### config.mk
export PLATFORM = sky130hd
export DESIGN_NAME = alu_writeback_flat
export DESIGN_NICKNAME = d
export VERILOG_FILES = /design/src/rtl/alu_pkg.sv /design/src/rtl/alu_writeback_if.sv /design/src/rtl/wb_fifo.sv /design/src/rtl/alu_writeback.sv /design/src/flat_wrapper.sv
export SDC_FILE = /design/constraint.sdc
export NUM_CORES = 1
export LEC_CHECK = 0
export BUFFER_PORTS_ARGS = -buffer_cell sky130_fd_sc_hd__buf_2
export CAP_MARGIN = 20
export CORE_MARGIN = 8
export CORE_UTILIZATION = 35
export CTS_BUF_LIST = sky130_fd_sc_hd__clkbuf_16
export DETAILED_ROUTE_END_ITERATION = 12
export GPL_ROUTABILITY_DRIVEN = 0
export HOLD_SLACK_MARGIN = 0.06
export PLACE_DENSITY = 0.52
export SYNTH_ARGS = -nofsm -noshare
export SYNTH_HDL_FRONTEND = slang
export SYNTH_SLANG_ARGS = --single-unit
### constraint.sdc
create_clock -name clk -period 3.2 [get_ports clk]
set_input_delay 0.16 -clock clk [delete_from_list [all_inputs] [get_ports clk]]
set_output_delay 0.16 -clock clk [all_outputs]
set_load 0.005 [all_outputs]
### src/rtl/alu_pkg.sv
// rtl/alu_pkg.sv - shared ALU result types and flag bit positions
package alu_pkg;

    localparam int DATA_W  = 8;
    localparam int FLAG_W  = 4;
    localparam int REG_CNT = 8;
    localparam int REG_AW  = $clog2(REG_CNT);

    localparam int FLAG_Z = 0;
    localparam int FLAG_S = 1;
    localparam int FLAG_C = 2;
    localparam int FLAG_V = 3;

    typedef struct packed {
        logic [DATA_W-1:0] data;
        logic [FLAG_W-1:0] flags;
        logic              flag_we;
        logic [REG_AW-1:0] dest;
    } wb_entry_t;

endpackage

### src/rtl/alu_writeback_if.sv
// rtl/alu_writeback_if.sv - result push handshake and writeback bus request/grant
interface alu_writeback_if;
    import alu_pkg::*;

    logic              in_valid;
    logic              in_ready;
    logic [DATA_W-1:0] in_data;
    logic [FLAG_W-1:0] in_flags;
    logic              in_flag_we;
    logic [REG_AW-1:0] in_dest;
    logic              wb_req;
    logic              wb_grant;

    modport master (
        output in_valid, in_data, in_flags, in_flag_we, in_dest, wb_grant,
        input  in_ready, wb_req
    );

    modport slave (
        input  in_valid, in_data, in_flags, in_flag_we, in_dest, wb_grant,
        output in_ready, wb_req
    );
endinterface

### src/rtl/wb_fifo.sv
// rtl/wb_fifo.sv - pending-result FIFO exposing its slots for operand bypass
module wb_fifo
    import alu_pkg::*;
#(
    parameter int DEPTH = 2
)
(
    input  logic                     clk,
    input  logic                     rst,
    input  logic                     push,
    input  wb_entry_t                push_entry,
    input  logic                     pop,
    output logic                     full,
    output logic                     empty,
    output wb_entry_t                head,
    output logic [$clog2(DEPTH)-1:0] head_ptr,
    output wb_entry_t                entries [DEPTH],
    output logic [DEPTH-1:0]         vld
);
    localparam int PW = $clog2(DEPTH);

    logic [PW-1:0] wr_ptr;
    logic [PW-1:0] rd_ptr;
    logic [PW:0]   count;
    logic          push_ok;
    logic          pop_ok;

    assign full     = (count == (PW+1)'(DEPTH));
    assign empty    = (count == '0);
    assign push_ok  = push && !full;
    assign pop_ok   = pop && !empty;
    assign head     = entries[rd_ptr];
    assign head_ptr = rd_ptr;

    always_ff @(posedge clk or posedge rst) begin
        if (rst) begin
            wr_ptr <= '0;
            rd_ptr <= '0;
            count  <= '0;
            vld    <= '0;
        end else begin
            if (push_ok) begin
                wr_ptr      <= wr_ptr + 1'b1;
                vld[wr_ptr] <= 1'b1;
            end
            // push and pop never target the same slot: that needs empty or full
            if (pop_ok) begin
                rd_ptr      <= rd_ptr + 1'b1;
                vld[rd_ptr] <= 1'b0;
            end
            if (push_ok && !pop_ok)
                count <= count + 1'b1;
            else if (pop_ok && !push_ok)
                count <= count - 1'b1;
        end
    end

    always_ff @(posedge clk) begin
        if (push_ok)
            entries[wr_ptr] <= push_entry;
    end
endmodule

### src/rtl/alu_writeback.sv
// rtl/alu_writeback.sv - writeback stage: result buffer, register file, flags, operand bypass
module alu_writeback
    import alu_pkg::*;
#(
    parameter int DEPTH = 2
)
(
    input  logic              clk,
    input  logic              rst,
    alu_writeback_if.slave    bus,
    input  logic [REG_AW-1:0] rd_addr_a,
    input  logic [REG_AW-1:0] rd_addr_b,
    output logic [DATA_W-1:0] rd_data_a,
    output logic [DATA_W-1:0] rd_data_b,
    output logic [FLAG_W-1:0] flags_out,
    output logic [7:0]        commit_cnt
);
    localparam int PW = $clog2(DEPTH);

    wb_entry_t         in_entry;
    wb_entry_t         head;
    wb_entry_t         entries [DEPTH];
    logic [DEPTH-1:0]  vld;
    logic [PW-1:0]     head_ptr;
    logic              full;
    logic              empty;
    logic              push;
    logic              pop;
    logic [DATA_W-1:0] regs [REG_CNT];

    assign in_entry     = '{data: bus.in_data, flags: bus.in_flags,
                            flag_we: bus.in_flag_we, dest: bus.in_dest};
    assign push         = bus.in_valid && !full;
    assign pop          = !empty && bus.wb_grant;
    assign bus.in_ready = !full;
    assign bus.wb_req   = !empty;

    wb_fifo #(.DEPTH(DEPTH)) u_fifo (
        .clk        (clk),
        .rst        (rst),
        .push       (push),
        .push_entry (in_entry),
        .pop        (pop),
        .full       (full),
        .empty      (empty),
        .head       (head),
        .head_ptr   (head_ptr),
        .entries    (entries),
        .vld        (vld)
    );

    always_ff @(posedge clk or posedge rst) begin
        if (rst) begin
            for (int i = 0; i < REG_CNT; i++)
                regs[i] <= '0;
            flags_out  <= '0;
            commit_cnt <= '0;
        end else if (pop) begin
            regs[head.dest] <= head.data;
            if (head.flag_we)
                flags_out <= head.flags;
            commit_cnt <= commit_cnt + 8'd1;
        end
    end

    // Walk oldest to youngest so the youngest matching entry overrides.
    always_comb begin
        logic [PW-1:0] idx;
        rd_data_a = regs[rd_addr_a];
        rd_data_b = regs[rd_addr_b];
        idx       = head_ptr;
        for (int k = 0; k < DEPTH; k++) begin
            idx = head_ptr + PW'(k);
            if (vld[idx] && entries[idx].dest == rd_addr_a)
                rd_data_a = entries[idx].data;
            if (vld[idx] && entries[idx].dest == rd_addr_b)
                rd_data_b = entries[idx].data;
        end
    end
endmodule

### src/flat_wrapper.sv
// flat-port wrapper written by rule: the top's interface ports become plain ports
module alu_writeback_flat import alu_pkg::*;
#(
    parameter int DEPTH = 2
)
  (clk, rst, rd_addr_a, rd_addr_b, rd_data_a, rd_data_b, flags_out, commit_cnt, bus_in_valid, bus_in_data, bus_in_flags, bus_in_flag_we, bus_in_dest, bus_wb_grant, bus_in_ready, bus_wb_req);
  alu_writeback_if bus_i ();
  input  logic clk;
  input  logic rst;
  input  logic [REG_AW-1:0] rd_addr_a;
  input  logic [REG_AW-1:0] rd_addr_b;
  output logic [DATA_W-1:0] rd_data_a;
  output logic [DATA_W-1:0] rd_data_b;
  output logic [FLAG_W-1:0] flags_out;
  output logic [7:0] commit_cnt;
  input wire logic [$bits(bus_i.in_valid)-1:0] bus_in_valid;
  input wire logic [$bits(bus_i.in_data)-1:0] bus_in_data;
  input wire logic [$bits(bus_i.in_flags)-1:0] bus_in_flags;
  input wire logic [$bits(bus_i.in_flag_we)-1:0] bus_in_flag_we;
  input wire logic [$bits(bus_i.in_dest)-1:0] bus_in_dest;
  input wire logic [$bits(bus_i.wb_grant)-1:0] bus_wb_grant;
  output wire logic [$bits(bus_i.in_ready)-1:0] bus_in_ready;
  output wire logic [$bits(bus_i.wb_req)-1:0] bus_wb_req;
  assign bus_i.in_valid = bus_in_valid;
  assign bus_i.in_data = bus_in_data;
  assign bus_i.in_flags = bus_in_flags;
  assign bus_i.in_flag_we = bus_in_flag_we;
  assign bus_i.in_dest = bus_in_dest;
  assign bus_i.wb_grant = bus_wb_grant;
  assign bus_in_ready = bus_i.in_ready;
  assign bus_wb_req = bus_i.wb_req;
  alu_writeback #(.DEPTH(DEPTH)) u_core (.clk(clk), .rst(rst), .bus(bus_i), .rd_addr_a(rd_addr_a), .rd_addr_b(rd_addr_b), .rd_data_a(rd_data_a), .rd_data_b(rd_data_b), .flags_out(flags_out), .commit_cnt(commit_cnt));
endmodule
==> results.toml, run 1 <==
[run_status]
status = "completed"

[hold_path]
hp-class = "primary input to flip-flop"

[power]
ir_worst_vdd_mv = 0.410
power.total_mw = 7.74
powerDensity_nw_per_um2 = 998
p_leak_nw = 3.19

[detailed_routing]
num_vias = 4765
final_antenna_net_count = 0
first_iter_violations = 248
firstDrtPassIters = 5
avgViaCountPerCell = 5.40
finalWirelength_um = 17100
wl_per_cell_um = 19.4
route.detailed.drc = 0

[synth]
synth-warning-count = 0
ys_ff_latch = 114
synth_area_leaders = "dfrtp_1 (32%), edfxtp_1 (15%), mux4_2 (11%), a21oi_1 (3.8%), nor2_1 (3.6%)"
synth_nets = 586
syn_area_um2 = 6360
synthArstFlopShare = 0.719
synthCells = 558
syn_avg_cell_area_um2 = 11.4
synth-edff-count = 32
yosysSeqAreaShare = 0.474
ys_top_cells_by_count = "dfrtp_1 (82), nor2_1 (61), a21oi_1 (48), nand2_1 (33)"
synth_top_area_cell = "dfrtp_1"
synthFlopType = "dfrtp_1"
synth.most_common_cell = "dfrtp_1"
synth_top_area_share = 0.323
yosysUniqueCellTypes = 51

[sta]
holdWs_ns = 0.201
grt_setup_unrepaired = "no"
finalSetupTns_ns = 0
slew_viol_final = 0
period_minus_slack_ns = 3.06
finalClockSkew_ns = 0.00990
worst_pin_slew_ns = 0.830
setup_slack_ns = 0.142
period_share = 0.956
setup_viol = 0
slew_headroom = 0.447
hold_violations = 0
clock.fmax_ghz = 0.327

[clocking]
root_buffer = "clkbuf_16"
clk_latency_ns = 0.41
numClockSinks = 114
h-tree-depth = 4
clk_path_buf_depth = 2
path_clk_slew_ns = 0.06
cts_tree = "yes"
cts_buffers = 17

[finish]
utilization = 0.433
final_cell_area_um2 = 7750
n_antenna_cell = 0
final_nets = 669
area_growth_pct = 21.9
layout-drive-gt1-share = 0.269
layout.cells.non_filler = 883
n_fill_cell = 1676

[critical_path]
cpMaxStageDelayCell = "dfrtp_4"
critPathBufInv = 1
start_kind = "flip-flop"
cp_top_family = "compound AO/OA/AOI/OAI gates"
arrival_ns = 2.90
required_ns = 3.04
crit_type = "flip-flop to output pin"
crit_chain = "mux2i_2 -> xnor2_1 -> or3_4 -> a41o_1 -> a211oi_1 -> buf_2"
path_max_fanout = 22
slowest_delay_ns = 0.61
crit_path_end_kind = "output pin"

[global_route]
grt_use_total = 0.157
grt_max_degree = 48
overflow = 0
grt_pass1_vias = 4989
antenna_found_initial = 3
grt_pass1_wl_um = 27000

[place]
dp_cells = 830
pre_cts_ws_ns = 0.494
placed_area_um2 = 6920
dpl.hpwl_um = 12000
io_buffers = 55

[die]
pin_count = 56
num_rows = 49
initial_utilization = 0.355
fp.dieW_um = 151
dieArea_um2 = 22700
die_h_um = 151
coreArea_um2 = 17900

[run]
max_cap_violations = 0
## cell usage in the layout, fill, tap and decap left out, types with 5 or more instances in the layout
cell,netlist,layout
nand2b_1,24,24
clkbuf_16,0,17
nand2_1,33,33
xnor2_1,21,21
or4_1,8,8
nor3_1,13,13
o21ai_0,25,25
nor2b_1,16,16
nor4b_1,5,5
or2_2,9,9
buf_2,17,55
edfxtp_1,32,32
dlygate4sd3_1,0,18
dfrtp_1,82,81
a2111oi_0,11,11
nor2_1,61,61
mux2_2,7,7
mux2i_1,22,22
a21oi_1,48,48
a21boi_1,8,8
inv_1,5,5
buf_4,1,24
nand3_1,5,5
mux4_2,32,32
a211o_1,8,8
## metal layers
metal,track usage,part of all wire
met2,0.261,0.50
met4,0.0742,0.030
met3,0.0418,0.048
met1,0.185,0.42
met5,0,0.0019
## cell families (layout without fill, tap and decap cells)
family | count (synthesis) | in the layout | share of synthesized area
XOR/XNOR | 26 | 26 | 0.0382
flip-flops | 114 | 114 | 0.474
multiplexers | 67 | 67 | 0.176
adder cells (fa/ha/maj) | 2 | 2 | 0.00394
AND/OR/NAND/NOR | 190 | 190 | 0.156
AO/OA/AOI/OAI | 118 | 118 | 0.118
buffers and inverters | 41 | 137 | 0.0342
## flip-flops by register name, summed over array words and instances (netlist names)
name / count
u_core.commit_cnt: 8
u_core.flags_out: 4
u_core.regs: 64
u_core.u_fifo.count: 2
u_core.u_fifo.entries: 32
u_core.u_fifo.head_ptr: 1
u_core.u_fifo.vld: 2
u_core.u_fifo.wr_ptr: 1
## cell type report
type                       count  area (um^2)  area share
multi-input combinational    403         3140       0.405
tap                          229          287      0.0370
clock inverter                15          183      0.0236
sequential                   114         3020       0.389
inverter                       6         23.8     0.00307
clock buffer                  17          425      0.0549
timing repair buffer          99          676      0.0872
## timing repair
item	CTS	global route
setup endpoints to repair	0	12
hold buffers	18	0
hold endpoints to repair	51	0
setup buffers	0	3
gates resized for setup	0	3
## report_power, final
| part | switching, mW | internal (mW) | leakage, nW |
|---|---|---|---|
| Sequential | 0.536 | 2.15 | 1.27 |
| Clock | 0.723 | 1.23 | 0.294 |
| Combinational | 1.60 | 1.50 | 1.62 |
## worst paths after layout
kind,slack [ns],end,start,cells past startpoint
setup / recovery,0.14,rd_data_b[7],u_core.u_fifo.head_ptr$_DFFE_PP0P_,6
min in group asynchronous,0.27,u_core.commit_cnt[6]$_DFFE_PP0P_,rst,3
setup reg to reg,0.80,u_core.regs[40]$_DFFE_PP0P_,u_core.u_fifo.head_ptr$_DFFE_PP0P_,5
hold / removal,0.20,u_core.u_fifo.vld[1]$_DFF_PP0_,bus_wb_grant,4
max in group asynchronous,2.11,u_core.regs[31]$_DFFE_PP0P_,rst,4
hold reg to reg,0.47,u_core.commit_cnt[7]$_DFFE_PP0P_,u_core.commit_cnt[7]$_DFFE_PP0P_,1
## worst reg2reg max path: stages, from the launching register on
cell and delay (ns):
dfrtp_4 0.61, buf_4 0.25, buf_4 0.38, nand2b_1 0.19, a21boi_1 0.61, o21ai_0 0.21
Note: power is estimated with default switching activity, not from simulation.
==> inputs of run 2 (changes only) <==
--- a/config.mk
+++ b/config.mk
@@ -5,6 +5,7 @@
 export SDC_FILE = /design/constraint.sdc
 export NUM_CORES = 1
 export LEC_CHECK = 0
+export ABC_AREA = 1
 export BUFFER_PORTS_ARGS = -buffer_cell sky130_fd_sc_hd__buf_2
 export CAP_MARGIN = 20
 export CORE_MARGIN = 8
==> run 2 against run 1 <==
Non-clock buffer count decreased by 4. Clock skew decreased by 0.0030 ns. Sequential share of layout area increased by 0.98 points. Largest power group unchanged.
==> results.toml, run 2 <==
[power]
p_leak_nw = 3.70
ir_worst_vdd_mv = 0.486
powerDensity_nw_per_um2 = 945

[die]
coreArea_um2 = 17300
num_rows = 48
pin_count = 56
initial_utilization = 0.359
die_h_um = 149
dieArea_um2 = 22200
fp.dieW_um = 149

[place]
pre_cts_ws_ns = 0.938
io_buffers = 55
dp_cells = 1126
dpl.hpwl_um = 13200

[global_route]
grt_pass1_wl_um = 31400
grt_pass1_vias = 5682
antenna_found_initial = 0
grt_use_total = 0.184
overflow = 0
grt_max_degree = 39

[detailed_routing]
route.detailed.drc = 0
firstDrtPassIters = 5
final_antenna_net_count = 0
avgViaCountPerCell = 4.93
wl_per_cell_um = 16.6
first_iter_violations = 517
num_vias = 5796
finalWirelength_um = 19500

[critical_path]
endpoint = "rd_data_b[5]"
reg2reg_slack_ns = 0.89
startpoint = "u_core.u_fifo.head_ptr$_DFFE_PP0P_"
reg2reg_from = "u_core.u_fifo.head_ptr$_DFFE_PP0P_"
worstReg2RegEnd = "u_core.regs[24]$_DFFE_PP0P_"
cp_top_family = "simple AND/OR/NAND/NOR gates"
required_ns = 3.04
crit_path_end_kind = "output pin"
path_max_fanout = 38
crit_type = "flip-flop to output pin"
cpMaxStageDelayCell = "dfrtp_1"
start_kind = "flip-flop"
crit_chain = "buf_4 -> nand2_1 -> nand3_1 -> nand2_1 -> nor2_2 -> nand3_1 -> nand3_1 -> nand2_1 -> buf_2"
critPathBufInv = 2
rr_worst_depth = 5
arrival_ns = 2.58
slowest_delay_ns = 0.59
cp_num_cells = 9

[sta]
period_share = 0.855
setup_slack_ns = 0.463
hold_violations = 0
slew_headroom = 0.497
worst_pin_slew_ns = 0.750
setup_viol = 0
finalClockSkew_ns = 0.00689
holdWs_ns = 0.114
period_minus_slack_ns = 2.74
finalSetupTns_ns = 0
slew_viol_final = 0
grt_setup_unrepaired = "no"
clock.fmax_ghz = 0.365

[synth]
yosysUniqueCellTypes = 24
synthArstFlopShare = 0.719
yosysSeqAreaShare = 0.486
synth_top_area_share = 0.331
ys_ff_latch = 114
synthFlopType = "dfrtp_1"
synth_area_leaders = "dfrtp_1 (33%), nand2_1 (25%), edfxtp_1 (15%), nand3_1 (9.0%), o21ai_0 (5.2%)"
syn_avg_cell_area_um2 = 7.22
ys_top_cells_by_count = "nand2_1 (411), nand3_1 (112), dfrtp_1 (82), o21ai_0 (64), inv_1 (33)"
synth-edff-count = 32
synth.most_common_cell = "nand2_1"
synth_top_area_cell = "dfrtp_1"
synth_nets = 887
synthCells = 859
syn_area_um2 = 6200
synth-warning-count = 0

[clocking]
cts_setup_buffers = 0
cts_buffers = 17
cts_tree = "yes"
root_buffer = "clkbuf_16"
numClockSinks = 114
cts_resized = 0
clk_latency_ns = 0.42
h-tree-depth = 4
clk_path_buf_depth = 2
path_clk_slew_ns = 0.05

[run_status]
status = "completed"

[finish]
reg_top3 = "u_core.regs x64, u_core.u_fifo.entries x32, u_core.commit_cnt x8"
layout.cells.non_filler = 1175
utilization = 0.437
top_register = "u_core.regs"
area_growth_pct = 21.7
n_antenna_cell = 0
largest_reg_flops = 64
layout-drive-gt1-share = 0.131
layout_common_cells = "nand2_1 (411), nand3_1 (112), dfrtp_1 (82)"
n_fill_cell = 1810
final_common_cell = "nand2_1"
final_nets = 965

[hold_path]
hp-class = "primary input to flip-flop"
hold_depth = 5

[run]
max_cap_violations = 0
==> run 2: changes by cell type in the layout (fill, tap and decap cells not counted), sizes merged, moves of 27 or more <==
cell and delta:
nand2 +383, nand3 +107, o21ai +60, a21oi -45
mux4 -32, nor2 -29, inv +27
==> run 2: area by class of cell <==
class	instances	area (um^2)	area share
clock buffers	18	450	0.0597
multi-input cells	667	2870	0.380
clock inverters	14	163	0.0215
inverters	42	159	0.0210
well taps	225	282	0.0373
flip-flops and latches	114	3010	0.399
repair buffers	95	618	0.0819
==> run 2: kinds of logic (layout without fill, tap and decap cells) <==
group / Yosys count / after routing / synth area share
AOI/OAI and AO/OA: 94 / 94 / 0.0777
xor gates and xnor gates: 9 / 9 / 0.0127
buffers and inverters: 78 / 169 / 0.0520
adders and majority gates: 2 / 2 / 0.00403
DFF: 114 / 114 / 0.486
and+or+nand+nor: 562 / 562 / 0.368
==> run 2: worst min-delay path, cell delays in order <==
cell and delay (ns):
buf_2 0.07, nand2_1 0.07, inv_1 0.08, nor2_1 0.04
nor2_1 0.07
==> run 2: timing repair <==
action,CTS,global route
hold buffers,17,0
endpoints found under the hold margin,54,0
endpoints found under the setup margin,0,0
==> run 2: where the power goes <==
group / leakage [nW] / internal (mW) / switching [mW]
clock: 0.298 / 1.26 / 0.703
combinational: 2.09 / 0.939 / 1.73
sequential: 1.32 / 2.08 / 0.421
==> run 2: stage by stage <==
step / instance area [um^2] / power (mW)
5_1_grt: 7550 / 7.69
3_5_place_dp: 6770 / 5.17
2_1_floorplan: 6200 / 4.20
3_3_place_gp: 6770 / 5.16
4_1_cts: 7550 / 7.18
6_report: 7550 / 7.14
==> run 2: metal layers <==
layer	GRT usage	routed length, um	vias up	share of wire
met4	0.0641	388	0	0.020
met3	0.0443	998	31	0.051
li1	-	-	2928	-
met1	0.241	9090	2652	0.47
met5	0	0	-	0
met2	0.291	9060	185	0.46
==> run 2: worst min path at each step <==
stage,slack [ns],startpoint,endpoint
3_5_place_dp,0.19,rst,u_core.regs[1]$_DFFE_PP0P_
6_report,0.11,bus_in_valid,u_core.u_fifo.wr_ptr$_DFFE_PP0P_
5_1_grt,0.17,bus_in_valid,u_core.u_fifo.wr_ptr$_DFFE_PP0P_
4_1_cts,0.10,bus_in_valid,u_core.u_fifo.wr_ptr$_DFFE_PP0P_
2_1_floorplan,0.26,bus_in_dest[0],u_core.u_fifo.entries[0]$_DFFE_PP_
3_3_place_gp,0.20,rst,u_core.regs[17]$_DFFE_PP0P_
